==> config.mk <==
export PLATFORM = sky130hd
export DESIGN_NAME = rf_write_arbiter
export DESIGN_NICKNAME = d
export VERILOG_FILES = /design/src/rtl/rf_arb_pkg.sv /design/src/rtl/rf_arb_fifo.sv /design/src/rtl/rf_write_arbiter.sv
export SDC_FILE = /design/constraint.sdc
export NUM_CORES = 1
export LEC_CHECK = 0
export BUFFER_PORTS_ARGS = -buffer_cell sky130_fd_sc_hd__buf_2
export CORE_ASPECT_RATIO = 0.7
export CORE_MARGIN = 2
export CORE_UTILIZATION = 55
export DETAILED_ROUTE_END_ITERATION = 8
export GPL_ROUTABILITY_DRIVEN = 0
export PLACE_DENSITY_LB_ADDON = 0.15
export SYNTH_ARGS = -nofsm -noshare
export SYNTH_HDL_FRONTEND = slang
export SYNTH_SLANG_ARGS = --single-unit
==> constraint.sdc <==
create_clock -name clock -period 4.5 [get_ports clock]
set_input_delay 1.125 -clock clock [delete_from_list [all_inputs] [get_ports clock]]
set_output_delay 1.125 -clock clock [all_outputs]
set_load 0.01 [all_outputs]
==> src/rtl/rf_arb_pkg.sv <==
// Shared types and constants for the register-file write-port arbiter.
package rf_arb_pkg;

  localparam int XLEN       = 32;
  localparam int REG_ADDR_W = 5;

  typedef struct packed {
    logic                  valid;
    logic [REG_ADDR_W-1:0] rd;
    logic [XLEN-1:0]       data;
  } rf_arb_entry_t;

  function automatic logic [XLEN-1:0] rd_onehot(input logic [REG_ADDR_W-1:0] rd);
    rd_onehot     = '0;
    rd_onehot[rd] = 1'b1;
  endfunction

endpackage

==> src/rtl/rf_arb_fifo.sv <==
// Circular buffer of multicycle results with squash-by-rd and a pending-destination mask.
module rf_arb_fifo
  import rf_arb_pkg::*;
#(
  parameter int DEPTH = 2,
  parameter int CNT_W = $clog2(DEPTH) + 1
) (
  input  logic                  clock,
  input  logic                  reset,
  input  logic                  push,
  input  logic [REG_ADDR_W-1:0] push_rd,
  input  logic [XLEN-1:0]       push_data,
  input  logic                  pop,
  input  logic                  squash_en,
  input  logic [REG_ADDR_W-1:0] squash_rd,
  output logic [CNT_W-1:0]      count,
  output rf_arb_entry_t         head,
  output logic [XLEN-1:0]       busy_mask
);

  localparam int PTR_W = $clog2(DEPTH);

  logic                  vld_q  [DEPTH];
  logic                  vld_d  [DEPTH];
  logic [REG_ADDR_W-1:0] rd_q   [DEPTH];
  logic [REG_ADDR_W-1:0] rd_d   [DEPTH];
  logic [XLEN-1:0]       data_q [DEPTH];
  logic [XLEN-1:0]       data_d [DEPTH];
  logic [PTR_W-1:0]      wr_ptr_q, wr_ptr_d;
  logic [PTR_W-1:0]      rd_ptr_q, rd_ptr_d;
  logic [CNT_W-1:0]      count_q, count_d;

  always_comb begin
    vld_d    = vld_q;
    rd_d     = rd_q;
    data_d   = data_q;
    wr_ptr_d = wr_ptr_q;
    rd_ptr_d = rd_ptr_q;
    // Squash only touches entries already held; a same-cycle push stays valid.
    if (squash_en) begin
      for (int i = 0; i < DEPTH; i++) begin
        if (vld_q[i] && (rd_q[i] == squash_rd)) vld_d[i] = 1'b0;
      end
    end
    if (pop) begin
      vld_d[rd_ptr_q] = 1'b0;
      rd_ptr_d        = rd_ptr_q + PTR_W'(1);
    end
    if (push) begin
      vld_d[wr_ptr_q]  = 1'b1;
      rd_d[wr_ptr_q]   = push_rd;
      data_d[wr_ptr_q] = push_data;
      wr_ptr_d         = wr_ptr_q + PTR_W'(1);
    end
    count_d = count_q + CNT_W'(push) - CNT_W'(pop);
  end

  always_ff @(posedge clock) begin
    if (reset) begin
      vld_q    <= '{default: 1'b0};
      wr_ptr_q <= '0;
      rd_ptr_q <= '0;
      count_q  <= '0;
    end else begin
      vld_q    <= vld_d;
      wr_ptr_q <= wr_ptr_d;
      rd_ptr_q <= rd_ptr_d;
      count_q  <= count_d;
    end
  end

  always_ff @(posedge clock) begin
    rd_q   <= rd_d;
    data_q <= data_d;
  end

  always_comb begin
    busy_mask = '0;
    for (int i = 0; i < DEPTH; i++) begin
      if (vld_q[i]) busy_mask = busy_mask | rd_onehot(rd_q[i]);
    end
    busy_mask[0] = 1'b0;
  end

  assign count      = count_q;
  assign head.valid = vld_q[rd_ptr_q];
  assign head.rd    = rd_q[rd_ptr_q];
  assign head.data  = data_q[rd_ptr_q];

endmodule

==> src/rtl/rf_write_arbiter.sv <==
// Shares the register-file write port between writeback (always wins) and the multicycle unit.
module rf_write_arbiter
  import rf_arb_pkg::*;
#(
  parameter int DEPTH        = 2,
  parameter int STARVE_LIMIT = 4
) (
  input  logic                  clock,
  input  logic                  reset,
  input  logic                  wb_reg_write,
  input  logic [REG_ADDR_W-1:0] wb_rd,
  input  logic [XLEN-1:0]       wb_data,
  input  logic                  mc_valid,
  output logic                  mc_ready,
  input  logic [REG_ADDR_W-1:0] mc_rd,
  input  logic [XLEN-1:0]       mc_data,
  output logic                  rf_we,
  output logic [REG_ADDR_W-1:0] rf_waddr,
  output logic [XLEN-1:0]       rf_wdata,
  output logic                  stall_req,
  output logic [XLEN-1:0]       busy_mask
);

  localparam int CNT_W = $clog2(DEPTH) + 1;
  localparam int ST_W  = $clog2(STARVE_LIMIT + 1);

  logic                  wb_valid, mc_acc, mc_keep, push, pop;
  logic [CNT_W-1:0]      count;
  rf_arb_entry_t         head;
  logic                  rf_we_q, rf_we_d;
  logic [REG_ADDR_W-1:0] rf_waddr_q, rf_waddr_d;
  logic [XLEN-1:0]       rf_wdata_q, rf_wdata_d;
  logic                  stall_req_q, stall_req_d;
  logic [ST_W-1:0]       starve_q, starve_d;

  assign wb_valid = wb_reg_write && (wb_rd != '0);
  // Registered count only: a full buffer refuses even when it pops this cycle.
  assign mc_ready = !reset && (int'(count) < DEPTH);
  assign mc_acc   = mc_valid && mc_ready;
  assign mc_keep  = mc_acc && (mc_rd != '0);

  rf_arb_fifo #(
    .DEPTH (DEPTH),
    .CNT_W (CNT_W)
  ) u_fifo (
    .clock     (clock),
    .reset     (reset),
    .push      (push),
    .push_rd   (mc_rd),
    .push_data (mc_data),
    .pop       (pop),
    .squash_en (wb_valid),
    .squash_rd (wb_rd),
    .count     (count),
    .head      (head),
    .busy_mask (busy_mask)
  );

  always_comb begin
    rf_we_d    = 1'b0;
    rf_waddr_d = rf_waddr_q;
    rf_wdata_d = rf_wdata_q;
    push       = 1'b0;
    pop        = 1'b0;
    starve_d   = starve_q;
    if (wb_valid) begin
      rf_we_d    = 1'b1;
      rf_waddr_d = wb_rd;
      rf_wdata_d = wb_data;
      push       = mc_keep;
      if ((count != '0) && (int'(starve_q) < STARVE_LIMIT)) starve_d = starve_q + ST_W'(1);
    end else if (count != '0) begin
      // A squashed head still consumes its slot but writes nothing.
      rf_we_d    = head.valid;
      rf_waddr_d = head.rd;
      rf_wdata_d = head.data;
      pop        = 1'b1;
      push       = mc_keep;
      starve_d   = '0;
    end else if (mc_keep) begin
      rf_we_d    = 1'b1;
      rf_waddr_d = mc_rd;
      rf_wdata_d = mc_data;
    end
    stall_req_d = (count != '0) && (int'(starve_q) >= STARVE_LIMIT - 1) && wb_valid;
  end

  always_ff @(posedge clock) begin
    if (reset) begin
      rf_we_q     <= 1'b0;
      rf_waddr_q  <= '0;
      rf_wdata_q  <= '0;
      stall_req_q <= 1'b0;
      starve_q    <= '0;
    end else begin
      rf_we_q     <= rf_we_d;
      rf_waddr_q  <= rf_waddr_d;
      rf_wdata_q  <= rf_wdata_d;
      stall_req_q <= stall_req_d;
      starve_q    <= starve_d;
    end
  end

  assign rf_we     = rf_we_q;
  assign rf_waddr  = rf_waddr_q;
  assign rf_wdata  = rf_wdata_q;
  assign stall_req = stall_req_q;

endmodule
Word-level counts from Yosys, hierarchy flattened --
Cells that the tools add are included.
Storage, ports and cells: logic and storage cells 105, memory bits (writable) 0, bits in latches 0, bits in read-only memories 0, bits in registers 122, memories 0
Operators by class: $lt $le $gt $ge 11, equality and inequality tests 3, bitwise operators 6, multiplexer cells 46, div/mod/pow operators 0, reduce and logical (&&, ||, !) cells 20, shift-type cells 0, multiply operators 0, $add $sub $neg 5
Operators with widths (count):
- two-way mux 32 bit | 9
- bitwise mux 64 bit | 1
- two-way mux 5 bit | 7
- demux 32 bit (select 1 bit) | 1
- OR 32 bit | 1
- two-way mux 1 bit | 16
- logical AND 1 bit | 13
- less-than comparator 5 x 6 -> 1 bit (second input constant) | 2
- bitwise mux 10 bit | 1
- demux 1 bit (select 5 bit) | 2
- == test 5 bit | 2
- >= comparator 5 x 1 -> 1 bit (second input constant) | 2
- nonzero test 5 bit | 2
- two-way mux 3 bit | 3
- two-way mux 2 bit | 3
- demux 5 bit (select 1 bit) | 1
- >= comparator 2 bit (second input constant) | 2
- less-than comparator 2 x 1 -> 1 bit (second input constant) | 2
- NOT 1 -> 2 bit | 2
- nonzero test 2 bit | 2
- adder 3 x 1 -> 3 bit (second input constant) | 1
- >= comparator 3 x 2 -> 1 bit (second input constant) | 1
- less-than comparator 3 bit (second input constant) | 1
- nonzero test 3 bit | 1
- 11 further kinds | 13

Longest topological paths before layout --
Gate-level depths: netlist (run 1).
depth in word-level cells 10, gate-level depth with buffers 9, depth with buffers taken out 8

Hierarchy --
A second synthesis (run 1) with hierarchy kept.
Second synthesis, totals: cells, all modules 505, area total of the unflattened synthesis 5728.0 sq um
By module, submodules not included:
- rf_arb_fifo | seq. area each 2342.2 sq um, area each 3450.8 sq um, cells an instance 223, times used 1
- rf_write_arbiter | seq. area each 840.8 sq um, area each 2277.2 sq um, cells an instance 282, times used 1

Worst setup path after synthesis (run 1) --
No wires, ideal clock.
path type input port to flip-flop, start point in reset, end point reg u_fifo.data_q[32] (netlist bit) (enable), path buffers 1, required time 4.108 ns, data arrival time 2.863 ns, cell stages on the path 5, slack 1.245 ns, cell sequence nor2_1 o211ai_2 clkbuf_1 or3_1 inv_1
On the way: word-level cells in the longest chain between the ends 6
Ends and longest elaborated chain:
- from (decl) | RTL line rf_write_arbiter.sv:9 | input logic reset,
- logical NOT 1 bit * | RTL line rf_write_arbiter.sv:38 | assign mc_ready = !reset && (int'(count) < DEPTH);
- logical AND 1 bit * | RTL line rf_write_arbiter.sv:38
- logical AND 1 bit * | RTL line rf_write_arbiter.sv:39 | assign mc_acc = mc_valid && mc_ready;
- logical AND 1 bit * | RTL line rf_write_arbiter.sv:40 | assign mc_keep = mc_acc && (mc_rd != '0);
- two-way mux 1 bit | RTL line rf_write_arbiter.sv:72 | end else if (count != '0) begin
- two-way mux 1 bit * | RTL line rf_write_arbiter.sv:66 | if (wb_valid) begin
- to (signal assigned) | RTL line rf_arb_fifo.sv:74 | data_q <= data_d;
- to (decl) | RTL line rf_arb_fifo.sv:27 | logic [XLEN-1:0] data_q [DEPTH];
Mark *: on every way between the ends. The rest lies on a longest branch, timed or not. A chain may end at the register's enable or synchronous reset.

Worst setup path in the final report (run 1) --
start point in wb_rd[1], end point reg u_fifo.data_q[40] (netlist bit) (enable)
On the way: word-level cells in the longest chain between the ends 3
Ends and longest elaborated chain:
- from (decl) | RTL line rf_write_arbiter.sv:11 | input logic [REG_ADDR_W-1:0] wb_rd,
- nonzero test 5 bit | RTL line rf_write_arbiter.sv:36 | assign wb_valid = wb_reg_write && (wb_rd != '0);
- logical AND 1 bit | RTL line rf_write_arbiter.sv:36
- two-way mux 1 bit | RTL line rf_write_arbiter.sv:66
Every way passes these cells.

==> results.toml, run 1 <==
[drt]
top_layer_used = "met4"
via_per_inst = 6.14
wirelength_met1_mm = 6.41
routed_wirelength_mm = 15.0
drtPass1Iterations = 5
per_cell_routed_wire_length_um = 19.5
route.met2.wl_mm = 7.06
detail_route.iter0.violations = 531
detailroute.via_count = 4730
drt_drc_violations_left = 0
met3RoutedLength_mm = 1.27
ant_nets = 0

[clock_tree]
ctsRootBufferMaster = "sky130_fd_sc_hd__clkbuf_16"
cts_post_setup_buffers_inserted = 0
clkLatencyLatePin_ps = 410
cts_hold_repair_buffers = 0
clock_tree_from_tritoncts = "done"
htreeDepth = 4
tritoncts.num_buffers = 17
cts_buffer_depth = 2
numClockSinks = 122
clkTransAtPathRegs_ps = 50
cts_resized = 0

[critical_path]
path_buf_inv = 3
critical_path.reg2reg.startpoint = "u_fifo.count[1]"
worst-setup-path-type = "in2reg"
critPathMaxStageDelay_ps = 480
critical_path_peak_fanout = 27
worst-endpoint-arrival_ps = 3270
worst_path_dominant_cell_family = "simple AND/OR/NAND/NOR gates"
critPathLaunchType = "input port"
crit_slowest_cell = "sky130_fd_sc_hd__nor3_4"
required_ps = 4630
r2r.worst_path.cells = 5
setup.worst_path.start = "wb_rd[1]"
reg_to_reg_slack_setup_ps = 2110
crit_chain = "buf_2, or3_4, o31a_2, nor3_4, or3_1, inv_2, buf_4"
rr_endpoint = "u_fifo.rd_q[0]"
worstSetupEndpointType = "flip-flop"

[place]
numPortBuffers = 148
dp_cells = 738
hpwl_mm = 9.90

[logic_synthesis]
yosysSeqAreaShare_pct = 58.3
synth.cell_area_sq_um = 5460
postSynthAreaPerCell_sq_um = 11.2
post_synth_top_cells = "74 x sky130_fd_sc_hd__edfxtp_1, 67 x sky130_fd_sc_hd__nor2_1, 48 x sky130_fd_sc_hd__dfxtp_1, 32 x sky130_fd_sc_hd__a211oi_1, 32 x sky130_fd_sc_hd__o22ai_1"
synth_top_area_cell = "sky130_fd_sc_hd__edfxtp_1"
yosysUniqueCellTypes = 44
synth_cells = 488
yosysWarnings = 0
synth_enable_flop_cells = 74
synth_top_flop_cell = "sky130_fd_sc_hd__edfxtp_1"
postSynth.asyncResetShare_pct = 0
post_syn_nets = 570
synth_top_area_share_pct = 40.7
yosys-top-cells-area = "sky130_fd_sc_hd__edfxtp_1 41%, sky130_fd_sc_hd__dfxtp_1 18%, sky130_fd_sc_hd__nor2_1 4.6%"
yosysMostFrequentCell = "sky130_fd_sc_hd__edfxtp_1"
ys_seq_elements = 122

[floorplanning]
starting_density_pct = 56.4
fp.dieW_um = 123
std_cell_rows = 30
floorplan.die.height_um = 87.4
core_sq_um = 9680
die_area_sq_um = 10800
design.portCount = 150

[power_and_ir_drop]
power.static_leakage_nw = 2.71
power.ir.vdd_worst_v = 0.000351
power.density_cell_area_nw_per_um2 = 550

[timing]
layout_min_cycle_time_ps = 3150
rsz0062_at_grt = "no"
fin_tns_setup_ps = 0
worst_clock_skew_ps = 6.51
post-route-period-util_pct = 70.0
setup_violations = 0
max_slew_margin_pct = 53.9
slew_violations = 0
worst-slew-pin-transition_ps = 690
clock.fmax_mhz = 318
final_hold_viol_count = 0
worst_slack_on_hold_paths_ps = 495

[worst_hold_path]
min_delay_worst_endpoint = "rf_waddr[2]"
worst_hold_path_type = "reg2reg"
worst_hold_path_cells = 2
holdCritStartpoint = "rf_waddr[2]"

[final_layout]
layout_cell_share_with_drive_strength_beyond_1_pct = 32.9
register_area_sq_um = 3180
nFillCells = 703
area_delta_synth_final_pct = 26.6
antenna_diodes = 0
multi_input_comb_area_sq_um = 2110
final_cell_count_no_fill = 770
design.final.nets = 711

[global_routing]
globalRouteOverflowTotal = 0
grt_util_all_layers_pct = 28.4
first_global_vias = 4487
grt_start_max_net_pins = 49
number_of_antenna_violations_at_the_first_check_in_global_routing = 0
grt_pass1_wl_mm = 22.8

[status]
status = "finished, final reports clean"

[run]
cap_viol_max_count = 0
metrics by stage:
stage / setup slack, ps / instance area (sq um) / power, mW / utilization, %
after detailed placement: 940 / 6320 / 2.45 / 65.2
final: 1350 / 6910 / 3.80 / 71.4
after CTS: 1370 / 6910 / 3.81 / 71.4
after floorplan: 1250 / 5460 / 2.10 / -
after global placement: 994 / 6320 / 2.42 / 65.2
after global routing: 1230 / 6910 / 3.97 / 71.4
worst max path at each step:
stage | end | slack [ps] | cells after the start
3_5_place_dp | u_fifo.data_q[33] | 940 | 7
2_1_floorplan | u_fifo.data_q[32] | 1250 | 5
4_1_cts | u_fifo.data_q[40] | 1370 | 7
3_3_place_gp | u_fifo.data_q[35] | 990 | 7
5_1_grt | u_fifo.data_q[36] | 1230 | 7
6_report | u_fifo.data_q[40] | 1350 | 7
routing by layer:
layer / vias up / GRT usage (%)
li1: 2161 / -
met1: 2265 / 38.3
met2: 276 / 45.1
met3: 28 / 6.48
met4: 0 / 11.0
met5: - / 0
state kept, by name, indices dropped and copies added (netlist names):
| signal | cells |
|---|---|
| starve_q | 3 |
| rf_wdata | 32 |
| rf_waddr | 5 |
| u_fifo.count | 2 |
| rf_we | 1 |
| u_fifo.data_q | 64 |
| u_fifo.rd_ptr_q | 1 |
| u_fifo.vld_q | 2 |
| u_fifo.wr_ptr_q | 1 |
| stall_req | 1 |
| u_fifo.rd_q | 10 |
layout make-up:
type                       count  share of cell area [%]
inverter                       6                   0.326
timing repair buffer         160                    12.2
clock buffer                  24                    7.26
tap                          128                    2.32
clock inverter                 8                    1.34
sequential                   122                    46.0
multi-input combinational    322                    30.5
layout by cell type (no fill, tap or decap), types with 17 or more instances in the layout:
cell type and count:
sky130_fd_sc_hd__clkbuf_16 17, sky130_fd_sc_hd__o21ai_0 22, sky130_fd_sc_hd__a21oi_1 20, sky130_fd_sc_hd__edfxtp_1 74, sky130_fd_sc_hd__a211oi_1 32, sky130_fd_sc_hd__buf_2 148, sky130_fd_sc_hd__dfxtp_1 48, sky130_fd_sc_hd__nor3_1 19
sky130_fd_sc_hd__mux2i_1 17, sky130_fd_sc_hd__nor2_1 66, sky130_fd_sc_hd__o22ai_1 32, sky130_fd_sc_hd__a22oi_1 21
cell families (layout without fill, tap and decap cells):
| kind of cell | Yosys count | in the layout | share of synthesized area, % |
|---|---|---|---|
| other cells | 1 | 1 | 0.0687 |
| mux | 18 | 18 | 3.32 |
| fa+ha+maj | 4 | 4 | 0.916 |
| xor+xnor | 12 | 12 | 1.92 |
| compound gates | 155 | 155 | 20.0 |
| simple gates | 132 | 132 | 11.8 |
| flops | 122 | 122 | 58.3 |
| buf+inv | 44 | 198 | 3.62 |
power by group:
part           internal (mW)  total (mW)  switching, mW
combinational          0.390       0.998          0.608
sequential              1.35        1.45          0.102
clock                  0.883        1.35          0.465
total                   2.62        3.80           1.18
tightest hold or removal path, stage by stage, from the launching register on:
cell and delay (ps):
sky130_fd_sc_hd__dfxtp_1 300, sky130_fd_sc_hd__nor2_1 90, sky130_fd_sc_hd__a311oi_1 50
No activity file was read; power rests on OpenSTA's default activity.
==> run 2, diff against run 1 <==
--- a/config.mk
+++ b/config.mk
@@ -8,7 +8,7 @@
 export BUFFER_PORTS_ARGS = -buffer_cell sky130_fd_sc_hd__buf_2
 export CORE_ASPECT_RATIO = 0.7
 export CORE_MARGIN = 2
-export CORE_UTILIZATION = 55
+export CORE_UTILIZATION = 52
 export DETAILED_ROUTE_END_ITERATION = 8
 export GPL_ROUTABILITY_DRIVEN = 0
 export PLACE_DENSITY_LB_ADDON = 0.15
==> constraint.sdc (replaced) <==
create_clock -name clock -period 3.2 [get_ports clock]
set_input_delay 0.8 -clock clock [delete_from_list [all_inputs] [get_ports clock]]
set_output_delay 0.8 -clock clock [all_outputs]
set_load 0.01 [all_outputs]
==> run 2 against run 1 <==
- non-clock buffer count is 7 higher
- combinational power is 44% higher
- power is 39% higher
- clock power is 35% higher
- register-to-register slack worse by 1100 ps
- sequential power is 40% higher
- cell area is 0.42% higher
- routed wire length is 0.95% lower
- via count is 0.38% lower
- first-iteration DRC count is 6.8% lower
- count of clock-buffer cells in the layout stayed put
- setup slack worse by 830 ps
==> results.toml, run 2 (same netlist as run 1, synthesis figures left out) <==
[power_and_ir_drop]
power.static_leakage_nw = 2.72
power.ir.vdd_worst_v = 0.000504
power.density_cell_area_nw_per_um2 = 763

[timing]
max_slew_margin_pct = 57.9
worst_clock_skew_ps = 8.46
slew_violations = 0
fin_tns_setup_ps = 0
setup_violations = 0
rsz0062_at_grt = "no"
final_hold_viol_count = 0
worst-slew-pin-transition_ps = 629
worst_slack_on_hold_paths_ps = 493
layout_min_cycle_time_ps = 2680
post-route-period-util_pct = 83.8
clock.fmax_mhz = 373

[clock_tree]
clock_tree_from_tritoncts = "done"
cts_post_setup_buffers_inserted = 0
clkTransAtPathRegs_ps = 50
cts_buffer_depth = 2
clkLatencyLatePin_ps = 410
htreeDepth = 4
tritoncts.num_buffers = 17
ctsRootBufferMaster = "sky130_fd_sc_hd__clkbuf_16"
cts_hold_repair_buffers = 0
numClockSinks = 122
cts_resized = 0

[drt]
drt_drc_violations_left = 0
ant_nets = 0
routed_wirelength_mm = 14.8
per_cell_routed_wire_length_um = 19.0
detail_route.iter0.violations = 495
detailroute.via_count = 4712
drtPass1Iterations = 6
via_per_inst = 6.03

[run]
cap_viol_max_count = 0

[critical_path]
critical_path_peak_fanout = 10
critPathLaunchType = "flip-flop"
required_ps = 2400
worstSetupEndpointType = "primary output"
worst-endpoint-arrival_ps = 1880
worst-setup-path-type = "reg2out"

[floorplanning]
core_sq_um = 10300
starting_density_pct = 53.1
floorplan.die.height_um = 89.7
fp.dieW_um = 126
design.portCount = 150
std_cell_rows = 31
die_area_sq_um = 11400

[global_routing]
grt_pass1_wl_mm = 23.2
globalRouteOverflowTotal = 0
grt_util_all_layers_pct = 26.3
grt_start_max_net_pins = 49
first_global_vias = 4461
number_of_antenna_violations_at_the_first_check_in_global_routing = 0

[final_layout]
largest_register_ffs = 64
nFillCells = 816
final_common_cell = "sky130_fd_sc_hd__buf_2"
final_cell_count_no_fill = 781
registers.top_by_ff_count = "u_fifo.data_q"
final_cell_mix = "148 x sky130_fd_sc_hd__buf_2, 74 x sky130_fd_sc_hd__edfxtp_1, 66 x sky130_fd_sc_hd__nor2_1, 48 x sky130_fd_sc_hd__dfxtp_1"
antenna_diodes = 0
layout_cell_share_with_drive_strength_beyond_1_pct = 32.8
area_delta_synth_final_pct = 27.1
design.final.nets = 718

[worst_hold_path]
worst_hold_path_type = "reg2reg"

[place]
dp_cells = 749
numPortBuffers = 148
hpwl_mm = 10.2

[status]
status = "finished, final reports clean"
## run 2: cell count changes in the layout (fill, tap and decap cells not counted), sizes merged
cell | previous run | this run
clkinvlp | 1 | 0
buf | 160 | 167
inv | 6 | 4
clkinv | 5 | 8
## run 2: cell type report
| class | count | area, sq um | share of cell area, % |
|---|---|---|---|
| clock buffer | 24 | 472 | 6.80 |
| sequential | 122 | 3180 | 45.9 |
| timing repair buffer | 167 | 896 | 12.9 |
| multi-input combinational | 322 | 2110 | 30.4 |
| tap | 132 | 165 | 2.38 |
| inverter | 6 | 22.5 | 0.324 |
| clock inverter | 8 | 93.8 | 1.35 |
## run 2: worst paths after layout
kind	start	end	slack, ps	depth (start not counted)
setup reg to reg	u_fifo.count[1]	rf_we	990	5
setup / recovery	u_fifo.rd_q[4]	busy_mask[10]	520	3
hold / removal	rf_wdata[28]	rf_wdata[28]	490	2
hold reg to reg	rf_wdata[28]	rf_wdata[28]	490	2
## run 2: critical path, cell delays in order, from the launching register on
cell	delay, ps
sky130_fd_sc_hd__edfxtp_1	540
sky130_fd_sc_hd__or3b_2	570
sky130_fd_sc_hd__o22ai_1	170
sky130_fd_sc_hd__buf_2	180
## run 2: metrics by stage
stage	util (%)	power [mW]	worst slack, ps	cell area (sq um)
after CTS	67.5	5.32	538	6940
after global placement	62.0	3.45	294	6380
final	67.5	5.30	518	6940
after global routing	67.5	5.56	437	6940
after detailed placement	62.0	3.49	192	6380
after floorplan	-	2.95	270	5460
## run 2: metal layers
metal / up-vias / global-route usage [%] / wire length [um]
li1: 2179 / - / -
met1: 2282 / 35.1 / 6310
met2: 230 / 41.7 / 7070
met3: 21 / 7.98 / 1270
met4: 0 / 8.06 / 201
met5: - / 0 / 0
## run 2: report_power, final
group	switching (mW)	leakage [nW]	internal, mW	total [mW]
clock network	0.645	0.282	1.18	1.82
registers	0.133	1.07	1.90	2.03
logic	0.858	1.37	0.581	1.44
total	1.64	2.72	3.66	5.30
==> run 3, diff against run 2 <==
--- a/config.mk
+++ b/config.mk
@@ -8,7 +8,7 @@
 export BUFFER_PORTS_ARGS = -buffer_cell sky130_fd_sc_hd__buf_2
 export CORE_ASPECT_RATIO = 0.7
 export CORE_MARGIN = 2
-export CORE_UTILIZATION = 52
+export CORE_UTILIZATION = 47
 export DETAILED_ROUTE_END_ITERATION = 8
 export GPL_ROUTABILITY_DRIVEN = 0
 export PLACE_DENSITY_LB_ADDON = 0.15
==> constraint.sdc (replaced) <==
create_clock -name clock -period 2.3 [get_ports clock]
set_input_delay 0.575 -clock clock [delete_from_list [all_inputs] [get_ports clock]]
set_output_delay 0.575 -clock clock [all_outputs]
set_load 0.01 [all_outputs]
==> run 3 against run 2 <==
- clock power grew 30%
- sequential cell count did not move
- routed wire length up 1.5%
- core utilization decreased by 1.4 points
- global-route usage down 2.2 points
- clock skew is 2.0 ps lower
- critical endpoint is now busy_mask[16]
- sequential share of layout area shrank 2.8 points
- register-to-register slack lost 740 ps
- largest power group unchanged
- first-iteration DRC count down 17%
- power rose by 39%
- non-clock buffer count up 48
- via count grew 2.9%
==> results.toml, run 3 (same netlist as run 1, synthesis figures left out) <==
[run]
cap_viol_max_count = 0

[status]
status = "finished, final reports clean"

[timing]
worst_clock_skew_ps = 6.51
rsz0062_at_grt = "yes"
setup_violations = 0
clock.fmax_mhz = 435
slew_violations = 0
worst_slack_on_hold_paths_ps = 379
final_hold_viol_count = 0
layout_min_cycle_time_ps = 2300
max_slew_margin_pct = 61.0
worst-slew-pin-transition_ps = 585
post-route-period-util_pct = 99.9
timing.final.ws_setup_ps = 2.01

[clock_tree]
cts_hold_repair_buffers = 0
cts_buffer_depth = 2
tritoncts.num_buffers = 17
ctsRootBufferMaster = "sky130_fd_sc_hd__clkbuf_16"
clkTransAtPathRegs_ps = 50
clock_tree_from_tritoncts = "done"
htreeDepth = 4
clkLatencyLatePin_ps = 400
numClockSinks = 122

[final_layout]
design.final.nets = 766
largest_register_ffs = 64
final_core_utilization_pct = 66.1
final_cell_mix = "148 x sky130_fd_sc_hd__buf_2, 74 x sky130_fd_sc_hd__edfxtp_1, 66 x sky130_fd_sc_hd__nor2_1, 62 x sky130_fd_sc_hd__buf_4, 48 x sky130_fd_sc_hd__dfxtp_1"
area_delta_synth_final_pct = 35.3
antenna_diodes = 0
layout.cell_area.non_filler_sq_um = 7390
final_common_cell = "sky130_fd_sc_hd__buf_2"
registers.top_by_ff_count = "u_fifo.data_q"
final_cell_count_no_fill = 849
layout_cell_share_with_drive_strength_beyond_1_pct = 38.9

[power_and_ir_drop]
power.sequential.fraction_pct = 38.2
power.density_cell_area_nw_per_um2 = 1000
netSwitchingPower_mw = 2.29
pwr-share-clk_pct = 32.0
power.static_leakage_nw = 2.95
cellInternalPower_mw = 5.09
power.ir.vdd_worst_v = 0.000667
fraction_of_power_consumed_by_combinational_cells_pct = 29.8
swShare_pct = 31.1

[drt]
via_per_inst = 5.71
per_cell_routed_wire_length_um = 17.8
detailroute.via_count = 4849
detail_route.iter0.violations = 413
drt_drc_violations_left = 0
drtPass1Iterations = 5
ant_nets = 0
routed_wirelength_mm = 15.1

[floorplanning]
floorplan.die.height_um = 94.2
starting_density_pct = 48.9
core_sq_um = 11200
design.portCount = 150
fp.dieW_um = 133
std_cell_rows = 32
die_area_sq_um = 12500

[place]
placement.setup.worst_slack_ps = -116
hpwl_mm = 10.5
dp_cells = 796
dpl_cell_area_sq_um = 6650
numPortBuffers = 148

[critical_path]
crit_chain = "or3b_4, o22ai_1, buf_2"
worst-endpoint-arrival_ps = 1720
worst-setup-path-type = "reg2out"
critPathLaunchType = "flip-flop"
worst_path_dominant_cell_family = "flip-flops"
path_buf_inv = 1
worstSetupEndpointType = "primary output"
required_ps = 1730
critical_path_peak_fanout = 7
crit_slowest_cell = "sky130_fd_sc_hd__edfxtp_1"
critPathMaxStageDelay_ps = 490

[global_routing]
grt_util_all_layers_pct = 24.1
number_of_antenna_violations_at_the_first_check_in_global_routing = 0
grt_pass1_wl_mm = 23.2
globalRouteOverflowTotal = 0
grt_start_max_net_pins = 49
first_global_vias = 4491

[worst_hold_path]
worst_hold_path_type = "in2reg"
run 3: cell count changes in the layout (fill, tap and decap cells not counted), sizes merged:
cell      previous run  this run
buf                167       215
bufinv               2         1
clkinv               8         7
clkinvlp             0         4
clkbuf              24        21
run 3: path summary, 6_finish.rpt:
path	from	endpoint	cells after the start	slack, ps
setup / recovery	u_fifo.rd_q[5]	busy_mask[16]	3	2
hold reg to reg	rf_wdata[31]	rf_wdata[31]	2	490
setup reg to reg	u_fifo.count[1]	u_fifo.data_q[2]	5	250
hold / removal	mc_data[27]	u_fifo.data_q[59]	1	380
run 3: final cells by class:
| class | instances | area [sq um] |
|---|---|---|
| fill | 886 | 3780 |
| sequential | 122 | 3180 |
| multi-input combinational | 322 | 2160 |
| timing repair buffer | 215 | 1300 |
| clock buffer | 21 | 450 |
| tap | 153 | 191 |
| clock inverter | 10 | 78.8 |
| inverter | 6 | 30.0 |
run 3: layer usage:
layer	wire [um]	up-vias	share of wire (%)	GRT usage, %
met1	6810	2340	45	32.8
met5	0	-	0	0
met4	180	0	1.2	8.87
li1	-	2265	-	-
met2	6970	226	46	37.9
met3	1110	18	7.4	5.56
run 3: per-stage QoR:
stage               TNS (ps)  total power [mW]
global route            -232              7.77
detailed placement     -7240              5.02
CTS                        0              7.41
floorplan             -18050              4.13
global placement       -4910              4.96
finish                     0              7.39
run 3: power groups by stage:
stage          Clock, mW  Combinational (mW)  Sequential (mW)
4_1_cts             2.41                2.19             2.82
3_3_place_gp           0                2.11             2.85
3_5_place_dp           0                2.15             2.87
6_report            2.37                2.20             2.82
5_1_grt             2.51                2.41             2.85
2_1_floorplan          0                1.23             2.90
run 3: what timing repair did:
item / CTS / global route
pin swaps: 0 / 1
hold endpoints to repair: 0 / 0
setup buffers: 8 / 14
gates resized for setup: 2 / 7
endpoints found under the setup margin: 16 / 25
